`src/rtl/logic_gate_pkg.sv`:
```
// Shared types and constants for the logic_gate_unit block.
//   op_e     : function select encoding (values 6 and 7 are illegal)
//   OP_LAST  : highest legal op, used for the illegal-op check
//   BUF_DEPTH: number of result buffer entries
package logic_gate_pkg;

  typedef enum logic [2:0] {
    OP_AND  = 3'd0,
    OP_OR   = 3'd1,
    OP_XOR  = 3'd2,
    OP_NAND = 3'd3,
    OP_NOR  = 3'd4,
    OP_XNOR = 3'd5
  } op_e;

  localparam op_e OP_LAST = OP_XNOR;

  localparam int unsigned BUF_DEPTH = 2;

endpackage

```
`src/rtl/logic_reduce.sv`:
```
// Combinational bitwise reduction of NUM_IN operands of WIDTH bits.
// Ports:
//   op  : function select (op_e encoding, 6/7 illegal)
//   a   : packed operands, a[i] is operand i
//   y   : result, bit j computed over bit j of every operand; 0 for illegal op
//   err : op is illegal
module logic_reduce
  import logic_gate_pkg::*;
#(
  parameter int unsigned WIDTH  = 8,
  parameter int unsigned NUM_IN = 2
) (
  input  logic [2:0]                   op,
  input  logic [NUM_IN-1:0][WIDTH-1:0] a,
  output logic [WIDTH-1:0]             y,
  output logic                         err
);

  logic [WIDTH-1:0] and_r;
  logic [WIDTH-1:0] or_r;
  logic [WIDTH-1:0] xor_r;

  always_comb begin
    and_r = '1;
    or_r  = '0;
    xor_r = '0;
    for (int i = 0; i < int'(NUM_IN); i++) begin
      and_r = and_r & a[i];
      or_r  = or_r | a[i];
      xor_r = xor_r ^ a[i];
    end
  end

  always_comb begin
    err = (op > 3'(OP_LAST));
    y   = '0;
    case (op)
      3'(OP_AND):  y = and_r;
      3'(OP_OR):   y = or_r;
      3'(OP_XOR):  y = xor_r;
      3'(OP_NAND): y = ~and_r;
      3'(OP_NOR):  y = ~or_r;
      3'(OP_XNOR): y = ~xor_r;
      default:     y = '0;
    endcase
  end

endmodule

```
`src/rtl/logic_gate_unit.sv`:
```
// Registered multi-operand bitwise logic unit with a 2-entry output FIFO.
// Ports:
//   clk, rst_n           : clock, synchronous active-low reset
//   in_valid / in_ready  : input handshake; op and a sampled on acceptance
//   op, a                : function select and packed operands
//   out_valid / out_ready: output handshake
//   y, y_zero, y_ones    : head-entry result and its all-zero / all-one flags
//   op_err               : head entry came from an illegal op
// All outputs are driven from registers only; in_ready depends on the count,
// never on out_ready.
module logic_gate_unit
  import logic_gate_pkg::*;
#(
  parameter int unsigned WIDTH  = 8,
  parameter int unsigned NUM_IN = 2
) (
  input  logic                         clk,
  input  logic                         rst_n,
  input  logic                         in_valid,
  output logic                         in_ready,
  input  logic [2:0]                   op,
  input  logic [NUM_IN-1:0][WIDTH-1:0] a,
  output logic                         out_valid,
  input  logic                         out_ready,
  output logic [WIDTH-1:0]             y,
  output logic                         y_zero,
  output logic                         y_ones,
  output logic                         op_err
);

  logic [WIDTH-1:0] res_y;
  logic             res_err;

  logic_reduce #(
    .WIDTH  (WIDTH),
    .NUM_IN (NUM_IN)
  ) u_reduce (
    .op  (op),
    .a   (a),
    .y   (res_y),
    .err (res_err)
  );

  // Buffer storage, one slot per entry.
  logic [BUF_DEPTH-1:0][WIDTH-1:0] y_q, y_d;
  logic [BUF_DEPTH-1:0]            zero_q, zero_d;
  logic [BUF_DEPTH-1:0]            ones_q, ones_d;
  logic [BUF_DEPTH-1:0]            err_q, err_d;
  logic                            wr_ptr_q, wr_ptr_d;
  logic                            rd_ptr_q, rd_ptr_d;
  logic [1:0]                      count_q, count_d;

  logic push;
  logic pop;

  assign in_ready  = (count_q != 2'd2);
  assign out_valid = (count_q != 2'd0);
  assign push      = in_valid && in_ready;
  assign pop       = out_valid && out_ready;

  always_comb begin
    y_d    = y_q;
    zero_d = zero_q;
    ones_d = ones_q;
    err_d  = err_q;
    if (push) begin
      y_d[wr_ptr_q]    = res_y;
      zero_d[wr_ptr_q] = (res_y == '0);
      ones_d[wr_ptr_q] = &res_y;
      err_d[wr_ptr_q]  = res_err;
    end
    wr_ptr_d = wr_ptr_q ^ push;
    rd_ptr_d = rd_ptr_q ^ pop;
    count_d  = count_q;
    case ({push, pop})
      2'b10:   count_d = count_q + 2'd1;
      2'b01:   count_d = count_q - 2'd1;
      default: count_d = count_q;
    endcase
  end

  // Reset also clears storage so the head entry reads as an all-zero result.
  always_ff @(posedge clk) begin
    if (!rst_n) begin
      y_q      <= '0;
      zero_q   <= '1;
      ones_q   <= '0;
      err_q    <= '0;
      wr_ptr_q <= 1'b0;
      rd_ptr_q <= 1'b0;
      count_q  <= 2'd0;
    end else begin
      y_q      <= y_d;
      zero_q   <= zero_d;
      ones_q   <= ones_d;
      err_q    <= err_d;
      wr_ptr_q <= wr_ptr_d;
      rd_ptr_q <= rd_ptr_d;
      count_q  <= count_d;
    end
  end

  assign y      = y_q[rd_ptr_q];
  assign y_zero = zero_q[rd_ptr_q];
  assign y_ones = ones_q[rd_ptr_q];
  assign op_err = err_q[rd_ptr_q];

endmodule

```
`config.mk`:
```
export PLATFORM = sky130hd
export DESIGN_NAME = logic_gate_unit
export DESIGN_NICKNAME = d
export VERILOG_FILES = /design/src/rtl/logic_gate_pkg.sv /design/src/rtl/logic_reduce.sv /design/src/rtl/logic_gate_unit.sv
export SDC_FILE = /design/constraint.sdc
export NUM_CORES = 1
export LEC_CHECK = 0
export CORE_MARGIN = 10
export CORE_UTILIZATION = 46
export DETAILED_ROUTE_END_ITERATION = 10
export PLACE_DENSITY = 0.72
export RECOVER_POWER = 25
export SLEW_MARGIN = 20
export SYNTH_ARGS = -nofsm -noshare
export SYNTH_HDL_FRONTEND = slang
export SYNTH_SLANG_ARGS = --single-unit
```
`constraint.sdc`:
```
create_clock -name clk -period 4.3 [get_ports clk]
set_input_delay 0.86 -clock clk [delete_from_list [all_inputs] [get_ports clk]]
set_output_delay 0.86 -clock clk [all_outputs]
set_load 0.02 [all_outputs]
```
==> out/results.ini <==
[run_status]
status=finished, final reports clean

[floorplan]
start_util_pct=48.3
placementRows=23
fp.coreArea_um2=4090
pin_count=36
die_h_um=85.5
die_w_um=85.5
die-area_um2=7310

[route]
drt_first_pass_iters=4
drc=0
postRouteAntennaNets=0
via_per_inst=5.25
wl_um=3960
drt_iter0_markers=89
wl_per_cell_um=13.3
vias=1569

[place]
gp_congestion=0.742
io_buffers=35
preCtsSetupSlack_ns=0.628
hpwl_um=3110

[global_routing]
track_usage_pct=10.8
grt_pass1_vias=1539
grt_max_degree=28
use_met1_pct=12.3
grt_pass1_wl_um=6830
use_met3_pct=3.78
overflow=0
busiest_layer=met2
antenna_found_initial=0
met2_usage_pct=19.1

[finish]
final_nets=293
syn_to_final_growth_pct=17.8
fin_util_pct=56.9
drive_gt1_share_pct=9.64
diodes=0

[clock_tree]
htree_levels=1
cts_hold_buf=0
cts_made_buffers=3
cts_resized=0
cts_setup_buffers=0
cts_tree=yes
cts.path.max_buffers=2
cts_root_buffer=clkbuf_8
cts.sink_count=26
clock_latency_ns=0.27
path_clk_slew_ns=0.08

[synthesis]
syn_nets=264
synth.yosys.seq_area_share_pct=26.4
ys_seq_elements=26
ys_top_cells_by_area=dfxtp_1 (26%), ha_1 (12%), mux2_2 (6.3%)
ys_types=46
netlist_area_um2=1970
synth.top_cell.area_share_pct=26.4
syn_avg_cell_area_um2=8.89
yosysTopAreaCell=dfxtp_1
ys_warn_count=0
synth_cells=222

[timing]
hold_viol_final=0
fin_hold_ws_ns=0.478
post-route-min-period_ns=3.47
worst_pin_slew_ns=0.975
relSlewSlack_pct=35.0
fin_setup_tns_ns=0
rsz0062_at_grt=false
setup_viol=0
max_freq_ghz=0.288
fin_ws_ns=0.830
post-route-period-util_pct=80.7
maxSlewViolCount=0
skew_ns=0.00607

[power_and_ir_drop]
ir_drop_mv=0.236
p_per_area_nw_per_um2=369
totalPowerFinal_mw=0.858
leakagePower_nw=1.06

[worst_setup_path]
worstSetupStartpointType=primary input
required_ns=4.49
end_kind=register
crit_arrival_ns=3.66
path_class=primary input to register
path_max_fanout=17

[flow_run]
maxCapViolCount=0

[worst_hold_path]
hold_path.class=register to register

## area by class of cell
type	instances	area, um2
multi-input combinational	156	1230
sequential	26	520
tap	50	62.6
clock buffer	3	41.3
timing repair buffer	38	369
inverter	26	97.6
fill	368	1760
## layout by cell type (no fill, tap or decap), types with 3 or more instances in the layout
cell type	count
mux2i_1	11
xnor2_1	3
nor3_1	4
clkdlybuf4s50_1	31
o21ai_1	4
dfxtp_1	26
nor2b_1	13
mux2_4	3
a2111oi_0	3
inv_1	24
mux2_2	11
dlygate4sd3_1	4
a21oi_1	6
o211a_1	10
clkbuf_8	3
nor2_1	8
ha_1	19
nand2_1	21
a221oi_1	3
nand2b_1	8
## Yosys cell counts (all sizes together)
master,count
mux2i,11
or4,1
a2111oi,5
nor3b,1
nor2b,13
o21ai,6
a21boi,1
nand2,21
a21oi,6
nand2b,8
clkbuf,4
nand3,2
o32ai,2
buf,9
xnor2,3
a2bb2oi,2
clkdlybuf4s50,1
ha,19
a211o,1
or2,1
a221oi,4
o2111ai,1
or3,2
or4b,1
o211ai,2
o2bb2ai,1
o211a,10
nor3,4
a211oi,2
and2,3
nor2,8
dfxtp,26
inv,26
mux2,15
## metrics by stage
step | cell area (um2) | std cells
after floorplan | 1970 | 222
after global placement | 2290 | 296
after detailed placement | 2290 | 296
after CTS | 2330 | 299
after global routing | 2330 | 299
final | 2330 | 299
## logic make-up (layout without fill, tap and decap cells)
| kind of cell | after synthesis | after routing | synth area share, % |
|---|---|---|---|
| buf+inv | 40 | 67 | 11.0 |
| compound gates | 43 | 43 | 17.6 |
| simple gates | 65 | 65 | 16.9 |
| flops | 26 | 26 | 26.4 |
| fa+ha+maj | 19 | 19 | 12.0 |
| xor+xnor | 3 | 3 | 1.33 |
| mux | 26 | 26 | 14.7 |
## where the power goes
group	total, mW	switching, mW	internal, mW
clock network	0.131	0.0684	0.0627
registers	0.329	0.0417	0.287
logic	0.398	0.189	0.209
total	0.858	0.299	0.559
## worst paths after layout
check,from,cells after the start,endpoint,slack (ns)
worst max-delay path,op[1],6,zero_q[0]$_SDFFE_PN1P_,0.83
worst min-delay path,ones_q[1]$_SDFFE_PN0P_,2,ones_q[1]$_SDFFE_PN0P_,0.48
worst max register to register,count_q[0]$_SDFFE_PN0P_,7,ones_q[1]$_SDFFE_PN0P_,2.30
worst min register to register,ones_q[1]$_SDFFE_PN0P_,2,ones_q[1]$_SDFFE_PN0P_,0.48
## critical path: stages
cell           delay (ns)
dlygate4sd3_1        1.04
mux2_4               0.35
a221oi_1             0.51
o2111ai_1            0.19
or4_1                0.53
o211ai_1             0.18
## sequential cells by signal, indices dropped and copies added, names as in the netlist
name	count
count_q	2
err_q	2
ones_q	2
rd_ptr_q	1
wr_ptr_q	1
y_q	16
zero_q	2
## routing by layer
layer | up-vias | wire [um]
met3 | 4 | 190
met2 | 19 | 1990
met5 | - | 0
met1 | 719 | 1760
met4 | 0 | 19
li1 | 827 | -
Note: power is estimated with default switching activity, not from simulation.
